## src/rtl/spi_pkg.sv

```systemverilog
// Shared definitions for the SPI read/write data paths: header layout and frame FSM encodings.
// The header is the sync byte in the top bits of the word and the payload length in the low 16 bits.
package spi_pkg;

  localparam logic [7:0] SYNC_BYTE_DEF = 8'hA5;

  localparam logic [0:0] ST_HUNT    = 1'b0;
  localparam logic [0:0] ST_PAYLOAD = 1'b1;

  localparam int HDR_SYNC_W  = 8;
  localparam int HDR_LEN_LSB = 0;
  localparam int HDR_LEN_W   = 16;

endpackage

```

## src/rtl/sync_fifo.sv

```systemverilog
// Generic single-clock FIFO: registered storage, combinational head read, one cycle write-to-empty-flag.
// A push into a full FIFO is accepted only when a pop happens in the same cycle.
module sync_fifo #(
  parameter int WIDTH = 33,
  parameter int DEPTH = 16
) (
  input  logic                       clk_i,
  input  logic                       rst_n,
  input  logic                       push,
  input  logic                       pop,
  input  logic [WIDTH-1:0]           din,
  output logic [WIDTH-1:0]           dout,
  output logic                       full,
  output logic                       empty,
  output logic [$clog2(DEPTH):0]     level
);

  localparam int AW = $clog2(DEPTH);

  logic [AW-1:0]    wr_ptr_q, wr_ptr_d;
  logic [AW-1:0]    rd_ptr_q, rd_ptr_d;
  logic [AW:0]      cnt_q, cnt_d;
  logic [WIDTH-1:0] mem_q [DEPTH];
  logic [WIDTH-1:0] mem_d [DEPTH];
  logic             push_ok;
  logic             pop_ok;

  assign full    = (cnt_q == (AW+1)'(DEPTH));
  assign empty   = (cnt_q == '0);
  assign level   = cnt_q;
  assign dout    = mem_q[rd_ptr_q];
  assign pop_ok  = pop & ~empty;
  assign push_ok = push & (~full | pop_ok);

  always_comb begin
    mem_d    = mem_q;
    wr_ptr_d = wr_ptr_q;
    rd_ptr_d = rd_ptr_q;
    cnt_d    = cnt_q;
    if (push_ok) begin
      mem_d[wr_ptr_q] = din;
      wr_ptr_d        = wr_ptr_q + AW'(1);
    end
    if (pop_ok) begin
      rd_ptr_d = rd_ptr_q + AW'(1);
    end
    if (push_ok && !pop_ok) begin
      cnt_d = cnt_q + (AW+1)'(1);
    end else if (!push_ok && pop_ok) begin
      cnt_d = cnt_q - (AW+1)'(1);
    end
  end

  always_ff @(posedge clk_i or negedge rst_n) begin
    if (!rst_n) begin
      wr_ptr_q <= '0;
      rd_ptr_q <= '0;
      cnt_q    <= '0;
    end else begin
      wr_ptr_q <= wr_ptr_d;
      rd_ptr_q <= rd_ptr_d;
      cnt_q    <= cnt_d;
    end
  end

  // Storage needs no reset: entries are only visible once counted in cnt_q.
  always_ff @(posedge clk_i) begin
    mem_q <= mem_d;
  end

endmodule

```

## src/rtl/spi_rx_frame_buffer.sv

```systemverilog
// Frame hunter and payload buffer behind the SPI read path; payload reaches m_tvalid_o one cycle after its strobe.
// Sink backpressure fills the FIFO, rd_req_o drops once headroom runs out, words arriving on a full FIFO are dropped.
module spi_rx_frame_buffer
  import spi_pkg::*;
#(
  parameter int         DATA_WIDTH = 32,
  parameter int         FIFO_DEPTH = 16,
  parameter int         HEADROOM   = 4,
  parameter logic [7:0] SYNC_BYTE  = SYNC_BYTE_DEF
) (
  input  logic                          clk_i,
  input  logic                          rst_n,
  input  logic                          enable_i,
  input  logic                          clr_i,
  input  logic [DATA_WIDTH-1:0]         sdi_data_i,
  input  logic                          sdi_valid_i,
  output logic                          rd_req_o,
  output logic [DATA_WIDTH-1:0]         m_tdata_o,
  output logic                          m_tvalid_o,
  output logic                          m_tlast_o,
  input  logic                          m_tready_i,
  output logic [$clog2(FIFO_DEPTH):0]   fifo_level_o,
  output logic [15:0]                   frame_cnt_o,
  output logic [15:0]                   sync_err_cnt_o,
  output logic                          ovf_o
);

  localparam int LW = $clog2(FIFO_DEPTH) + 1;

  logic [0:0]            state_q, state_d;
  logic [HDR_LEN_W-1:0]  rem_q, rem_d;
  logic [15:0]           frame_cnt_q, frame_cnt_d;
  logic [15:0]           sync_err_q, sync_err_d;
  logic                  ovf_q, ovf_d;
  logic                  rd_req_q, rd_req_d;

  logic                  evt;
  logic                  is_hdr;
  logic [HDR_LEN_W-1:0]  hdr_len;
  logic                  fifo_push, fifo_last, fifo_pop;
  logic                  fifo_full, fifo_empty, push_ok;
  logic [DATA_WIDTH:0]   fifo_dout;
  logic [LW-1:0]         level, level_next;
  logic                  unused_hdr_bits;

  assign evt     = sdi_valid_i & enable_i;
  assign is_hdr  = (sdi_data_i[DATA_WIDTH-1 -: HDR_SYNC_W] == SYNC_BYTE);
  assign hdr_len = sdi_data_i[HDR_LEN_LSB +: HDR_LEN_W];
  assign unused_hdr_bits = ^sdi_data_i[DATA_WIDTH-HDR_SYNC_W-1 : HDR_LEN_LSB+HDR_LEN_W];

  always_comb begin
    state_d     = state_q;
    rem_d       = rem_q;
    frame_cnt_d = frame_cnt_q;
    sync_err_d  = sync_err_q;
    ovf_d       = ovf_q;
    fifo_push   = 1'b0;
    fifo_last   = 1'b0;
    if (evt) begin
      if (state_q == ST_HUNT) begin
        if (is_hdr) begin
          frame_cnt_d = frame_cnt_q + 16'd1;
          if (hdr_len != '0) begin
            state_d = ST_PAYLOAD;
            rem_d   = hdr_len;
          end
        end else if (sync_err_q != 16'hFFFF) begin
          sync_err_d = sync_err_q + 16'd1;
        end
      end else begin
        fifo_push = 1'b1;
        fifo_last = (rem_q == HDR_LEN_W'(1));
        rem_d     = rem_q - HDR_LEN_W'(1);
        if (rem_q == HDR_LEN_W'(1)) begin
          state_d = ST_HUNT;
        end
      end
    end
    // A dropped payload word still consumes its slot in the frame, keeping alignment.
    if (fifo_push && fifo_full && !fifo_pop) begin
      ovf_d = 1'b1;
    end
    if (clr_i) begin
      frame_cnt_d = '0;
      sync_err_d  = '0;
      ovf_d       = 1'b0;
    end
  end

  assign fifo_pop   = m_tvalid_o & m_tready_i;
  assign push_ok    = fifo_push & (~fifo_full | fifo_pop);
  assign level_next = level + LW'(push_ok) - LW'(fifo_pop);
  assign rd_req_d   = enable_i & ((FIFO_DEPTH - int'(level_next)) >= HEADROOM);

  always_ff @(posedge clk_i or negedge rst_n) begin
    if (!rst_n) begin
      state_q     <= ST_HUNT;
      rem_q       <= '0;
      frame_cnt_q <= '0;
      sync_err_q  <= '0;
      ovf_q       <= 1'b0;
      rd_req_q    <= 1'b0;
    end else begin
      state_q     <= state_d;
      rem_q       <= rem_d;
      frame_cnt_q <= frame_cnt_d;
      sync_err_q  <= sync_err_d;
      ovf_q       <= ovf_d;
      rd_req_q    <= rd_req_d;
    end
  end

  sync_fifo #(
    .WIDTH (DATA_WIDTH + 1),
    .DEPTH (FIFO_DEPTH)
  ) u_fifo (
    .clk_i (clk_i),
    .rst_n (rst_n),
    .push  (fifo_push),
    .pop   (fifo_pop),
    .din   ({fifo_last, sdi_data_i}),
    .dout  (fifo_dout),
    .full  (fifo_full),
    .empty (fifo_empty),
    .level (level)
  );

  // Head storage is not reset, so mask it while empty to keep outputs at zero.
  assign m_tvalid_o     = ~fifo_empty;
  assign m_tdata_o      = fifo_empty ? '0 : fifo_dout[DATA_WIDTH-1:0];
  assign m_tlast_o      = ~fifo_empty & fifo_dout[DATA_WIDTH];
  assign fifo_level_o   = level;
  assign frame_cnt_o    = frame_cnt_q;
  assign sync_err_cnt_o = sync_err_q;
  assign ovf_o          = ovf_q;
  assign rd_req_o       = rd_req_q;

endmodule
```

## config.mk

```make
export PLATFORM = sky130hd
export DESIGN_NAME = spi_rx_frame_buffer
export DESIGN_NICKNAME = d
export VERILOG_FILES = /design/src/rtl/spi_pkg.sv /design/src/rtl/sync_fifo.sv /design/src/rtl/spi_rx_frame_buffer.sv
export SDC_FILE = /design/constraint.sdc
export NUM_CORES = 1
export LEC_CHECK = 0
export BUFFER_PORTS_ARGS = -buffer_cell sky130_fd_sc_hd__buf_2
export CORE_MARGIN = 2
export CORE_UTILIZATION = 60
export CTS_CLUSTER_SIZE = 30
export DETAILED_ROUTE_END_ITERATION = 8
export MAX_ROUTING_LAYER = met4
export PLACE_DENSITY = 0.78
export SLEW_MARGIN = 20
export SYNTH_ARGS = -nofsm -noshare
export SYNTH_HDL_FRONTEND = slang
export SYNTH_HIERARCHICAL = 1
export SYNTH_SLANG_ARGS = --single-unit
export TNS_END_PERCENT = 50
```

## constraint.sdc

```tcl
create_clock -name clk_i -period 12.94 [get_ports clk_i]
set_input_delay 2.588 -clock clk_i [delete_from_list [all_inputs] [get_ports clk_i]]
set_output_delay 2.588 -clock clk_i [all_outputs]
set_load 0.01 [all_outputs]
```

After elaboration in Yosys (flattened, before gate mapping):

Index checks and enable logic that the tools add are counted.

* output and inout bits: 73
* register bits: 592
* word-level logic and storage cells: 109
* ROM bits: 0
* bits in latches: 0
* memories kept: 0
* memory bits (writable): 0
* bits of input ports: 38

* bitwise gates (word level): 13
* add/sub/neg operators: 10
* order comparisons: 4
* div/mod/pow operators: 0
* muxes and demuxes: 31
* multiply operators: 0
* reduce and logical (&&, ||, !) cells: 20
* shifts and indexed selects: 0
* eq/ne operators: 6

Operators by type and width (count)
* bitwise mux 528 bit: 1
* two-way mux 16 bit: 12
* binary-select mux 33 bit (select 4 bit): 1
* demux 33 bit (select 4 bit): 1
* two-way mux 33 bit: 3
* adder 16 x 1 -> 16 bit (second input constant): 2
* two-way mux 32 bit: 1
* == test 16 x 1 -> 1 bit (second input constant): 1
* inequality test 16 bit (second input constant): 1
* nonzero test 16 bit: 1
* subtractor 16 x 1 -> 16 bit (second input constant): 1
* nonzero test 2 bit: 7
* greater-or-equal comparator 5 bit (second input constant): 2
* two-way mux 1 bit: 10
* two-way mux 5 bit: 2
* inverter 4 -> 5 bit: 2
* adder 4 x 1 -> 4 bit (second input constant): 2
* == test 8 bit (second input constant): 1
* bitwise AND 1 bit: 7
* greater-or-equal comparator 6 x 4 -> 1 bit (second input constant): 1
* AND reduction 3 bit: 2
* subtractor 5 x 5 -> 6 bit (first input constant): 1
* adder 5 x 1 -> 5 bit: 1
* adder 5 x 1 -> 5 bit (second input constant): 1
* other kinds (11): 20

Logic depth before layout (Yosys ltp):

Gate-level depths: netlist (run 1).

* depth in word-level cells: 10
* gate-level depth with buffers: 15
* mapped depth without buffers: 15

By module:

The synthesis (run 1) kept the hierarchy.

By module, submodules not included
* sync_fifo: sequential area each 16180.5 µm², cells an instance 1046, area each 21227.9 µm², instances 1
* spi_rx_frame_buffer: sequential area each 1276.2 µm², cells an instance 382, area each 3309.4 µm², instances 1

Least setup slack after synthesis (run 1):

OpenSTA, ideal clock, no wires.

* path type: input port to flip-flop
* from: input port enable_i
* to: register u_fifo/mem_q[462] (netlist name) (enable)
* stages on the path: 7
* library setup time: 0.464 ns
* slack: 6.626 ns
* arrival: 5.850 ns
* required time: 12.476 ns
* path buffers: 1
* cells stage by stage: and2_1 -> clkbuf_1 -> nand2_1 -> clkinv_1 -> a21boi_4 -> nand2_1 -> nor3_1

* longest elaborated chain between the ends: 3

RTL lines
* start, declared: line spi_rx_frame_buffer.sv:13 `input logic enable_i,`
* bitwise AND 1 bit: line spi_rx_frame_buffer.sv:46 `assign evt = sdi_valid_i & enable_i;`
* two-way mux 1 bit: line spi_rx_frame_buffer.sv:59 `if (evt) begin`
* named net fifo_push: line spi_rx_frame_buffer.sv:40 `logic fifo_push, fifo_last, fifo_pop;`
* bitwise AND 1 bit: line sync_fifo.sv:33 `assign push_ok = push & (~full | pop_ok);`
* named net u_fifo.push_ok: line sync_fifo.sv:25 `logic push_ok;`
* end signal, assigned: line sync_fifo.sv:68 `mem_q <= mem_d;`
* end, declared: line sync_fifo.sv:23 `logic [WIDTH-1:0] mem_q [DEPTH];`

The timed path passes the listed nets, and every way through them passes these cells.
A chain may end at the register's enable or synchronous reset.

Final worst setup path (run 1):

* from: register u_fifo.rd_ptr_q[0]
* to: output port m_tdata_o[10]

* longest elaborated chain between the ends: 5

RTL lines
* start, declared: line sync_fifo.sv:21 `logic [AW-1:0] rd_ptr_q, rd_ptr_d;`
* start signal, assigned: line sync_fifo.sv:61 `rd_ptr_q <= rd_ptr_d;`
* inverter 4 -> 5 bit (implied by the code): line sync_fifo.sv:31 `assign dout = mem_q[rd_ptr_q];`
* binary-select mux 33 bit (select 4 bit): line sync_fifo.sv:31
* two-way mux 33 bit (implied by the code) (2 in series): line sync_fifo.sv:31
* named net fifo_dout[10]: line spi_rx_frame_buffer.sv:42 `logic [DATA_WIDTH:0] fifo_dout;`
* two-way mux 32 bit: line spi_rx_frame_buffer.sv:130 `assign m_tdata_o = fifo_empty ? '0 : fifo_dout[DATA_WIDTH-1:0];`
* end, declared: line spi_rx_frame_buffer.sv:18 `output logic [DATA_WIDTH-1:0] m_tdata_o,`

The timed path passes the listed nets, and every way through them passes these cells. The select of a mux whose other input is x is not followed.

==> impl_metrics.json, run 1 <==
{
  "critical_path_required_ns": 10.35,
  "cts_tree": "done",
  "period_needed_ns": 6.93,
  "ys_ff_latch": 592,
  "grt_max_degree": 127,
  "ctsHoldBuffers": 0,
  "worst-path-max-fanout": 126,
  "tightest_slew_ns": 1.14,
  "syn-num-nets": 1487,
  "ys_types": 63,
  "ir_worst_vdd_mv": 0.184,
  "avgSynthCellArea_um2": 17.2,
  "path_class": "reg -> out",
  "placed_cells": 2026,
  "vias": 13743,
  "synth_edf_count": 528,
  "std_cell_rows": 74,
  "ios": 111,
  "die_height_um": 206,
  "setup_viol": 0,
  "combPwrFrac": 0.302,
  "place_congestion": 0.831,
  "hp-class": "reg -> reg",
  "place_area_um2": 25700,
  "ant_nets": 0,
  "cp-startpoint": "u_fifo/rd_ptr_q[0]$_DFFE_PN0P_",
  "layout.cells.non_filler": 2135,
  "leakagePower_nw": 9.78,
  "hold_viol_final": 0,
  "cts.repair_timing.setup_buffer_count": 0,
  "max_stage_delay_ns": 0.97,
  "fillers": 2599,
  "status": "finished, final reports clean",
  "first_iter_violations": 1396,
  "drc": 0,
  "clkTransAtPathRegs_ns": 0.06,
  "critical-path-top-delay-family": "buffers and inverters",
  "final_cell_area_um2": 27700,
  "arrival_ns": 4.34,
  "die_area_um2": 42500,
  "grt_pass1_wl_um": 81800,
  "fp.dieW_um": 206,
  "area_growth_pct": 12.7,
  "switching_power_w": 0.00184,
  "synthCells": 1428,
  "seqPwrFrac": 0.398,
  "antenna_found_initial": 3,
  "final_common_cell": "edfxtp_1",
  "async_flop_share": 0.108,
  "crit_chain": "buf_12 > buf_4 > mux4_2 > a22oi_1 > nand2_1 > nor2b_1 > buf_2",
  "p_int_w": 0.00400,
  "grt_pass1_vias": 13621,
  "p_clk_frac": 0.300,
  "clockRootBuffer": "clkbuf_16",
  "setup_ws_ns": 6.01,
  "clkSinkCount": 592,
  "p_total_w": 0.00583,
  "drv_cap": 0,
  "start_util": 0.605,
  "drive_gt1_frac": 0.227,
  "track_usage": 0.270,
  "dp_slack_ns": 6.70,
  "end_kind": "output pin",
  "crit_slowest_cell": "buf_4",
  "cts_resized": 0,
  "synth_seq_area_share": 0.711,
  "syn_area_um2": 24500,
  "htree_num_levels": 2,
  "viasPerCell": 6.44,
  "grt.overflow.total": 0,
  "fin_tns_setup_ns": 0,
  "slew_headroom": 0.239,
  "final_nets": 1613,
  "drtPass1Iterations": 7,
  "finalClockSkew_ns": 0.0157,
  "clock_latency_ns": 0.60,
  "cts.path.max_buffers": 3,
  "post-route-period-util": 0.536,
  "rsz0062_at_grt": "no",
  "netlist_top_cells_area": "edfxtp_1 65%, dfrtp_1 6.5%, mux4_2 6.1%",
  "power_density_nw_per_um2": 211,
  "min_from": "ovf_o$_DFFE_PN0P_",
  "yosysTopAreaCellShare": 0.646,
  "maxSlewViolCount": 0,
  "synth_warnings": 6,
  "synthFlopType": "edfxtp_1",
  "core-area_um2": 40600,
  "place.port_buffers": 110,
  "path_buf_inv": 3,
  "wl_per_cell_um": 25.5,
  "p_sw_frac": 0.315,
  "drt_wl_total_um": 54400,
  "worstReg2RegStart": "u_fifo/level[1]$_DFFE_PN0P_",
  "fmax_ghz": 0.144,
  "final_cell_mix": "528 x edfxtp_1, 141 x mux2i_1, 110 x buf_2",
  "dp_hpwl_um": 29500,
  "yosysTopAreaCell": "edfxtp_1",
  "startpoint_type": "register",
  "cts_inserted_buffers": 58
}
[logic make-up (layout without fill, tap and decap cells)]
family,after synthesis,count (layout),synth area share
flip-flops,592,592,0.711
AND/OR/NAND/NOR,269,269,0.0569
multiplexers,209,209,0.119
AO/OA/AOI/OAI,201,201,0.0658
buffers and inverters,98,270,0.0220
XOR/XNOR,38,38,0.0136
adder cells (fa/ha/maj),21,21,0.0113
other,0,3,0
[flip-flops by register name (all words and copies together), names as in the netlist]
| name | flops |
|---|---|
| u_fifo/mem_q | 528 |
| frame_cnt_o | 16 |
| rem_q | 16 |
| sync_err_cnt_o | 16 |
| u_fifo/level | 5 |
| u_fifo/rd_ptr_q | 4 |
| u_fifo/wr_ptr_q | 4 |
| ovf_o | 1 |
| rd_req_o | 1 |
| state_q | 1 |
[Yosys cell counts (14+ instances only)]
| cell | n |
|---|---|
| nor2b_1 | 34 |
| mux2i_1 | 141 |
| a21oi_1 | 20 |
| nand3_1 | 17 |
| edfxtp_1 | 528 |
| xor2_1 | 15 |
| a221oi_2 | 29 |
| o21ai_0 | 49 |
| nand2_1 | 79 |
| a221oi_1 | 38 |
| a22oi_1 | 33 |
| nor2_1 | 54 |
| dfrtp_1 | 64 |
| xnor2_1 | 23 |
| clkbuf_1 | 24 |
| mux4_2 | 66 |
| buf_2 | 17 |
| buf_6 | 14 |
| ha_1 | 19 |
| inv_1 | 23 |
| nand4_1 | 15 |
[final timing paths]
path                                                  end  slack, ns  cells past startpoint
max                                         m_tdata_o[10]       6.01                      7
min                                     ovf_o$_DFFE_PN0P_       0.51                      2
max reg2reg                   u_fifo/level[4]$_DFFE_PN0P_       9.16                     12
min reg2reg                             ovf_o$_DFFE_PN0P_       0.51                      2
max in group asynchronous  u_fifo/rd_ptr_q[1]$_DFFE_PN0P_      10.10                      2
min in group asynchronous     frame_cnt_o[12]$_DFFE_PN0P_       2.20                      2
[layer usage]
metal / GRT usage / part of all wire / up-vias
li1: - / - / 5954
met5: - / 0 / -
met2: 0.424 / 0.49 / 650
met4: 0.0717 / 0.023 / 0
met3: 0.0460 / 0.082 / 109
met1: 0.371 / 0.41 / 7030
[power groups by stage]
stage	clock (W)	sequential [W]	combinational, W
finish	0.00175	0.00232	0.00176
detailed placement	0	0.00236	0.00175
global placement	0	0.00235	0.00171
CTS	0.00177	0.00232	0.00177
global route	0.00184	0.00234	0.00192
floorplan	0	0.00229	0.00134
[tightest hold or removal path, cell delays in order, from the launching register on]
cell	delay, ns
dfrtp_1	0.35
a31oi_1	0.05
nor2_1	0.08
[cell type report]
type,instances,area (um^2),area share
diodes,3,7.51,0.000271
clock buffers,68,1510,0.0546
clock inverters,38,477,0.0172
inverters,25,93.8,0.00339
multi-input cells,738,6660,0.241
flip-flops and latches,592,17500,0.631
well taps,532,666,0.0241
repair buffers,139,781,0.0282
[per-stage QoR]
step	hold slack (ns)	util
after floorplan	0.489	-
after global placement	0.510	0.633
after detailed placement	0.502	0.633
after CTS	0.524	0.682
after global routing	0.556	0.682
final	0.514	0.682
No activity file was read; power rests on OpenSTA's default activity.
==> run 2: changes to the inputs <==
==> constraint.sdc (replaced) <==
create_clock -name clk_i -period 6.7 [get_ports clk_i]
set_input_delay 1.34 -clock clk_i [delete_from_list [all_inputs] [get_ports clk_i]]
set_output_delay 1.34 -clock clk_i [all_outputs]
set_load 0.01 [all_outputs]
==> impl_metrics.json, run 2 (synthesis gave the netlist of run 1 again) <==
{
  "startpoint_type": "register",
  "cts_tree": "done",
  "worstReg2RegStart": "u_fifo/level[1]$_DFFE_PN0P_",
  "finalClockSkew_ns": 0.0237,
  "core-area_um2": 40600,
  "leakagePower_nw": 9.69,
  "area_growth_pct": 12.1,
  "cts.repair_timing.setup_buffer_count": 0,
  "cts_resized": 0,
  "slew_headroom": 0.238,
  "place.port_buffers": 110,
  "path_class": "reg -> out",
  "grt_pass1_vias": 13881,
  "worst_r2r_path_depth": 12,
  "top_layer": "met4",
  "grt_pass1_wl_um": 83100,
  "layout.cells.non_filler": 2127,
  "drt_wl_total_um": 55300,
  "reg2reg_to": "u_fifo/level[4]$_DFFE_PN0P_",
  "fmax_ghz": 0.210,
  "htree_num_levels": 2,
  "clkSinkCount": 592,
  "period_needed_ns": 4.77,
  "whs_path_depth": 2,
  "die_area_um2": 42500,
  "final_common_cell": "edfxtp_1",
  "post-route-period-util": 0.711,
  "vias": 13682,
  "wl_per_cell_um": 26.0,
  "critical_path_required_ns": 5.36,
  "grt.overflow.total": 0,
  "std_cell_rows": 74,
  "largest_reg_flops": 528,
  "top_register": "u_fifo/mem_q",
  "final_cell_mix": "528 x edfxtp_1, 141 x mux2i_1, 110 x buf_2",
  "tightest_slew_ns": 1.14,
  "clockRootBuffer": "clkbuf_16",
  "cts.path.max_buffers": 3,
  "dr_wl_met2_um": 27600,
  "worst-path-max-fanout": 61,
  "wl_met1_um": 22100,
  "drtPass1Iterations": 5,
  "status": "finished, final reports clean",
  "fin_tns_setup_ns": 0,
  "drc": 0,
  "rsz0062_at_grt": "no",
  "power_density_nw_per_um2": 402,
  "num_antenna_cells": 0,
  "drv_cap": 0,
  "die_height_um": 206,
  "clkTransAtPathRegs_ns": 0.06,
  "fillers": 2630,
  "setup_viol": 0,
  "hold_viol_final": 0,
  "ant_nets": 0,
  "drive_gt1_frac": 0.219,
  "placed_cells": 2024,
  "clock_latency_ns": 0.61,
  "place_congestion": 0.867,
  "ctsHoldBuffers": 0,
  "first_iter_violations": 1402,
  "ios": 111,
  "cts_inserted_buffers": 57,
  "grt_max_degree": 69,
  "viasPerCell": 6.43,
  "dp_hpwl_um": 30900,
  "maxSlewViolCount": 0,
  "whs_ns": 0.511,
  "start_util": 0.605,
  "arrival_ns": 3.43,
  "dp_slack_ns": 2.05,
  "antenna_found_initial": 0,
  "fp.dieW_um": 206,
  "end_kind": "output pin",
  "holdPathEnd": "ovf_o$_DFFE_PN0P_",
  "setup_ws_ns": 1.93,
  "track_usage": 0.276,
  "final_nets": 1610,
  "hp-class": "reg -> reg",
  "ir_worst_vdd_mv": 0.359,
  "wl_met3_um": 3950,
  "min_from": "ovf_o$_DFFE_PN0P_",
  "r2r_setup_slack_ns": 3.17
}
run 2: cell types whose count changed in the layout (fill, tap and decap cells not counted), sizes merged:
cell and delta:
bufinv -6, clkinv +4, diode -3, buf -2
clkbuf +2, clkinvlp -2, inv -1
run 2: where the power goes:
group	leakage [nW]	internal, W	switching (W)
combinational	3.21	0.00146	0.00201
sequential	5.60	0.00426	0.000238
clock	0.878	0.00178	0.00134
run 2: per-layer routing:
| layer | vias to the layer above | GRT usage |
|---|---|---|
| met1 | 7086 | 0.361 |
| met5 | - | - |
| met4 | 0 | 0.0878 |
| met2 | 543 | 0.444 |
| li1 | 5939 | - |
| met3 | 114 | 0.0503 |
run 2: how the worst max path moves through the flow:
stage                                         from                          end  slack (ns)  depth (start not counted)
CTS                 u_fifo/rd_ptr_q[0]$_DFFE_PN0P_                 m_tdata_o[4]        1.86                          7
global placement                       sdi_valid_i  u_fifo/mem_q[445]$_DFFE_PP_        2.18                          8
global route        u_fifo/rd_ptr_q[0]$_DFFE_PN0P_                 m_tdata_o[4]        1.63                          7
finish              u_fifo/rd_ptr_q[0]$_DFFE_PN0P_                 m_tdata_o[4]        1.93                          6
detailed placement                        enable_i  u_fifo/mem_q[442]$_DFFE_PP_        2.05                          8
floorplan                                 enable_i  u_fifo/mem_q[462]$_DFFE_PP_        1.63                          7
run 2: final cells by class:
cell class,count,area [um^2],share of cell area
clock buffer,70,1500,0.0544
clock inverter,33,304,0.0111
inverter,25,95.1,0.00346
multi-input combinational,738,6660,0.242
sequential,592,17500,0.635
tap,532,666,0.0242
timing repair buffer,137,816,0.0297
run 2: per-stage QoR:
step / instance area (um^2) / power (W) / utilization
floorplan: 24500 / 0.00701 / -
global placement: 25700 / 0.00790 / 0.634
detailed placement: 25700 / 0.00800 / 0.634
CTS: 27500 / 0.0111 / 0.678
global route: 27500 / 0.0116 / 0.678
finish: 27500 / 0.0111 / 0.678
run 2: worst max-delay path: stages (launching register included):
cell     delay, ns
dfrtp_4       1.06
buf_12        0.45
mux4_2        0.56
a22oi_1       0.20
nand2_1       0.14
nor2b_1       0.17
buf_2         0.16
